File: src/rtl/regfile_pkg.sv
// Shared constants and types for the register-file write-back controller.
package regfile_pkg;

  localparam int DATA_W = 32;
  localparam int ADDR_W = 5;
  localparam int NREG   = 32;

  // Index of the hardwired-zero register.
  localparam int X0 = 0;

  // Write-port requesters; the value doubles as the grant/request bit index.
  typedef enum logic {
    REQ_ALU = 1'b0,
    REQ_LSU = 1'b1
  } req_e;

endpackage

File: src/rtl/rr_arb2.sv
// Two-requester round-robin arbiter. Grant is combinational; the last-winner
// pointer only moves when the granted request is actually accepted.
module rr_arb2 (
  input  logic       clk,
  input  logic       rst_n,
  input  logic [1:0] req,
  input  logic       accept,
  output logic [1:0] gnt
);
  import regfile_pkg::*;

  req_e last_reg;

  // Single requester wins outright; on a tie the one not granted last wins.
  always_comb begin
    gnt = 2'b00;
    case (req)
      2'b01:   gnt = 2'b01;
      2'b10:   gnt = 2'b10;
      2'b11:   gnt = (last_reg == REQ_LSU) ? 2'b01 : 2'b10;
      default: gnt = 2'b00;
    endcase
  end

  // Remember the winner of each completed handshake; reset favours the ALU.
  always_ff @(posedge clk or negedge rst_n) begin
    if (!rst_n) begin
      last_reg <= REQ_LSU;
    end else if (accept) begin
      last_reg <= gnt[1] ? REQ_LSU : REQ_ALU;
    end
  end

endmodule

File: src/rtl/regfile_wb_ctrl.sv
// Write-back controller: shares the register file's single write port between
// the ALU and the LSU, tracks outstanding writes per register and stalls issue
// on RAW/WAW hazards.
module regfile_wb_ctrl #(
  parameter int DATA_W = regfile_pkg::DATA_W,
  parameter int ADDR_W = regfile_pkg::ADDR_W,
  parameter int NREG   = regfile_pkg::NREG
) (
  input  logic              clk,
  input  logic              rst_n,
  input  logic              iss_valid,
  input  logic [ADDR_W-1:0] iss_rs1,
  input  logic [ADDR_W-1:0] iss_rs2,
  input  logic [ADDR_W-1:0] iss_rd,
  output logic              iss_stall,
  input  logic              alu_valid,
  input  logic [ADDR_W-1:0] alu_rd,
  input  logic [DATA_W-1:0] alu_wd,
  output logic              alu_ready,
  input  logic              lsu_valid,
  input  logic [ADDR_W-1:0] lsu_rd,
  input  logic [DATA_W-1:0] lsu_wd,
  output logic              lsu_ready,
  output logic              regwrite,
  output logic [ADDR_W-1:0] rd,
  output logic [DATA_W-1:0] wd,
  output logic [NREG-1:0]   busy
);
  import regfile_pkg::*;

  logic [1:0]        req;
  logic [1:0]        gnt;
  logic              handshake;
  logic              iss_accept;
  logic [ADDR_W-1:0] req_rd;
  logic [DATA_W-1:0] req_wd;
  logic [NREG-1:0]   busy_reg;
  logic [NREG-1:0]   busy_next;
  logic [NREG-1:0]   busy_dly_reg;
  logic [NREG-1:0]   hazard;
  logic [NREG-1:0]   set_vec;
  logic [NREG-1:0]   clr_vec;

  assign req = {lsu_valid, alu_valid};

  rr_arb2 u_arb (
    .clk    (clk),
    .rst_n  (rst_n),
    .req    (req),
    .accept (handshake),
    .gnt    (gnt)
  );

  assign alu_ready = gnt[REQ_ALU];
  assign lsu_ready = gnt[REQ_LSU];
  assign handshake = |(req & gnt);
  assign req_rd    = gnt[REQ_LSU] ? lsu_rd : alu_rd;
  assign req_wd    = gnt[REQ_LSU] ? lsu_wd : alu_wd;

  // A newly set bit stalls at once, but a cleared bit keeps stalling for one
  // more cycle so the dependant reads the register file after it is written.
  assign hazard     = busy_reg | busy_dly_reg;
  assign iss_stall  = iss_valid & (hazard[iss_rs1] | hazard[iss_rs2] | hazard[iss_rd]);
  assign iss_accept = iss_valid & ~iss_stall;

  // x0 never becomes busy.
  assign set_vec[X0]   = 1'b0;
  assign clr_vec[X0]   = 1'b0;
  assign busy_next[X0] = 1'b0;

  genvar gi;
  generate
    for (gi = 1; gi < NREG; gi++) begin : g_sb
      assign set_vec[gi]   = iss_accept && (iss_rd == ADDR_W'(gi));
      assign clr_vec[gi]   = handshake && (req_rd == ADDR_W'(gi));
      // Set beats clear when an issue and a write hit the same register.
      assign busy_next[gi] = set_vec[gi] | (busy_reg[gi] & ~clr_vec[gi]);
    end
  endgenerate

  assign busy = busy_reg;

  // Scoreboard and its one-cycle-delayed copy used for release timing.
  always_ff @(posedge clk or negedge rst_n) begin
    if (!rst_n) begin
      busy_reg     <= '0;
      busy_dly_reg <= '0;
    end else begin
      busy_reg     <= busy_next;
      busy_dly_reg <= busy_reg;
    end
  end

  // Register-file write port: one-cycle write pulse, index/data hold otherwise.
  always_ff @(posedge clk or negedge rst_n) begin
    if (!rst_n) begin
      regwrite <= 1'b0;
      rd       <= '0;
      wd       <= '0;
    end else begin
      regwrite <= handshake && (req_rd != ADDR_W'(X0));
      if (handshake) begin
        rd <= req_rd;
        wd <= req_wd;
      end
    end
  end

endmodule
File: config.mk
export PLATFORM = sky130hd
export DESIGN_NAME = regfile_wb_ctrl
export DESIGN_NICKNAME = d
export VERILOG_FILES = /design/src/rtl/regfile_pkg.sv /design/src/rtl/rr_arb2.sv /design/src/rtl/regfile_wb_ctrl.sv
export SDC_FILE = /design/constraint.sdc
export NUM_CORES = 1
export LEC_CHECK = 0
export CAP_MARGIN = 30
export CORE_ASPECT_RATIO = 0.5
export CORE_MARGIN = 5
export CORE_UTILIZATION = 52
export CTS_BUF_LIST = sky130_fd_sc_hd__clkbuf_8
export DETAILED_ROUTE_END_ITERATION = 10
export PLACE_DENSITY = 0.87
export SYNTH_ARGS = -nofsm -noshare
export SYNTH_HDL_FRONTEND = slang
export SYNTH_SLANG_ARGS = --single-unit
File: constraint.sdc
create_clock -name clk -period 4.65 [get_ports clk]
set_input_delay 0.93 -clock clk [delete_from_list [all_inputs] [get_ports clk]]
set_output_delay 0.93 -clock clk [all_outputs]
set_load 0.01 [all_outputs]
==> flow_summary.ini <==
[status]
outcome = finished, final reports clean

[die]
die_x_um = 151
fp-row-count = 25
core-area_um2 = 9570
fp.dieH_um = 80.6
io_pins = 167
start_util = 0.541
die_area_um2 = 12200

[clock_network]
cts_resized = 0
root_buffer = clkbuf_8
post_cts_buffers = 0
cts.path.max_buffers = 2
hold_buffers = 0
cts_tree = yes
h-tree-depth = 3
numCtsBuffers = 9
clock_sinks = 101
clk_latency_ns = 0.37
clk_pin_slew_ns = 0.10

[global_route]
grt_util_all_layers = 0.281
use_met1 = 0.354
grt_pass1_wl_um = 26300
grt_use_met2 = 0.467
grt_pass1_vias = 5047
grt_max_degree = 76
grt_overflow = 0
antenna_found_initial = 0
grtUsageMet3 = 0.0896
top_usage_layer = met2

[sta]
fmax_mhz = 221
skew_ns = 0.00594
worst_slew_pin_slew_ns = 0.906
final_max_slew_viol_count = 0
tns_ns = 0
hold_viol_final = 0
slew-limit-headroom = 0.393
finalCritPeriodShare = 0.975
rsz0062_at_grt = no
setup_violations = 0
finalCriticalPeriod_ns = 4.53

[critical_path]
crit_type = in2out
crit_required_ns = 3.72
startpoint_type = input pin
cp-end-kind = primary output
critPathMaxFanout = 11
cp.arrival_ns = 3.60

[synthesis]
synthCells = 528
ys_seq_elements = 101
synth_area_um2 = 5180
synth_edf_count = 0
yosysWarnings = 0
ys.flop_type = dfrtp_1
syn_nets = 622
seq_area_frac_synth = 0.488
ys_types = 58
async_flop_share = 1.00
synth.avg_cell_area_um2 = 9.81

[place]
gp_congestion = 0.907
port_buffers = 165
dp_hpwl_um = 12400

[power]
p_total_uw = 2650
power_density_nw_per_um2 = 371
leakage_uw = 0.00286
ir_drop_mv = 0.175

[min_path]
hp-class = in2async

[route]
routed_wl_um = 16700
num_vias = 5035
firstDrtPassIters = 6
drcViolationCount = 0
ant_nets = 0
drtIter0Drc = 381
wl_per_cell_um = 20.2
routed_via_density = 6.09

[job]
maxCapViolCount = 0

[finish]
drive_above_1_share = 0.120
fillerInstances = 703
largest_register_ffs = 32
layout.nets = 781
diodes = 0
syn2layout_area_growth_pct = 38.2
[area by class of cell]
class | count | area, um^2 | share of cell area
multi-input combinational | 383 | 2420 | 0.338
tap | 135 | 169 | 0.0236
clock buffer | 9 | 124 | 0.0173
inverter | 11 | 41.3 | 0.00577
sequential | 101 | 2530 | 0.353
clock inverter | 7 | 86.3 | 0.0121
timing repair buffer | 181 | 1790 | 0.250
[synthesized netlist by cell type, types with 2 or more instances]
cell / n / area, um^2
inv_2: 3 / 11.3
a21oi_1: 4 / 20.0
nand2b_1: 6 / 37.5
nor2_1: 115 / 432
o22ai_1: 36 / 225
clkbuf_1: 13 / 48.8
buf_1: 3 / 11.3
nor3_1: 13 / 65.1
nand2_1: 30 / 113
o31ai_1: 3 / 22.5
o221ai_1: 2 / 17.5
nand3_1: 3 / 15.0
buf_4: 6 / 45.0
o31ai_2: 21 / 263
inv_1: 7 / 26.3
buf_2: 6 / 30.0
dfrtp_1: 100 / 2500
nor3b_1: 2 / 15.0
o21ai_0: 52 / 260
a211oi_1: 3 / 22.5
or3_1: 25 / 156
o32ai_1: 2 / 17.5
nand3b_1: 4 / 30.0
mux4_2: 13 / 293
mux2i_1: 3 / 30.0
or2_2: 3 / 18.8
or3b_2: 2 / 17.5
o21bai_1: 2 / 15.0
a31oi_1: 12 / 75.1
or4bb_1: 2 / 22.5
buf_6: 5 / 56.3
[worst paths after layout]
path | startpoint | to | slack (ns) | cells past startpoint
max in group asynchronous | rst_n | u_arb.last_reg | 3.30 | 3
min | rst_n | wd[24] | 0.36 | 1
max | iss_rs2[0] | iss_stall | 0.12 | 7
min reg2reg | busy[12] | busy_dly_reg[12] | 0.43 | 0
max reg2reg | u_arb.last_reg | busy[8] | 2.12 | 7
min in group clk | busy[12] | busy_dly_reg[12] | 0.43 | 0
[worst max-delay path, stage by stage]
cell             delay [ns]
clkdlybuf4s50_1        0.75
mux4_2                 0.57
mux2i_1                0.21
o32ai_2                0.20
nor2_2                 0.18
o21a_1                 0.19
clkdlybuf4s50_1        0.56
[where the power goes]
group / switching [uW] / leakage, uW / internal (uW) / total [uW]
registers: 121 / 0.00127 / 1020 / 1150
logic: 474 / 0.00148 / 442 / 916
clock network: 293 / 0.000109 / 298 / 591
[layer usage]
metal / part of all wire / up-vias / routed length [um]
li1: - / 2242 / -
met4: 0.020 / 0 / 340
met2: 0.49 / 289 / 8190
met3: 0.097 / 39 / 1620
met5: 0 / - / 0
met1: 0.39 / 2465 / 6580
[cell usage in the layout (no fill, tap or decap), types with 3 or more instances in the layout]
master,n
o22ai_1,36
mux2i_1,3
inv_1,10
or2_2,3
a31oi_1,12
nand3b_1,4
clkbuf_8,9
o31ai_2,21
nor3_1,13
o21ai_0,52
or3_1,25
nand2b_1,6
a21oi_1,4
mux4_2,13
nor2_1,115
nand2_1,30
o31ai_1,3
clkdlybuf4s50_1,164
nand3_1,3
a211oi_1,3
inv_2,3
dfrtp_1,100
buf_4,16
[cell families after synthesis]
family          count (synthesis)  synth area share
compound gates                151             0.209
flops                         101             0.488
buf+inv                        44            0.0449
simple gates                  214             0.193
other cells                     1          0.000724
mux                            17            0.0645
[through the flow]
stage	util	worst slack, ns	cell area (um^2)	cells	hold slack (ns)
global placement	0.723	0.215	6920	810	0.408
CTS	0.745	0.158	7130	826	0.434
finish	0.748	0.116	7160	827	0.358
floorplan	-	1.15	5180	528	0.449
global route	0.748	0.0654	7160	827	0.335
detailed placement	0.723	0.181	6920	810	0.416
No activity file was read; power rests on OpenSTA's default activity.
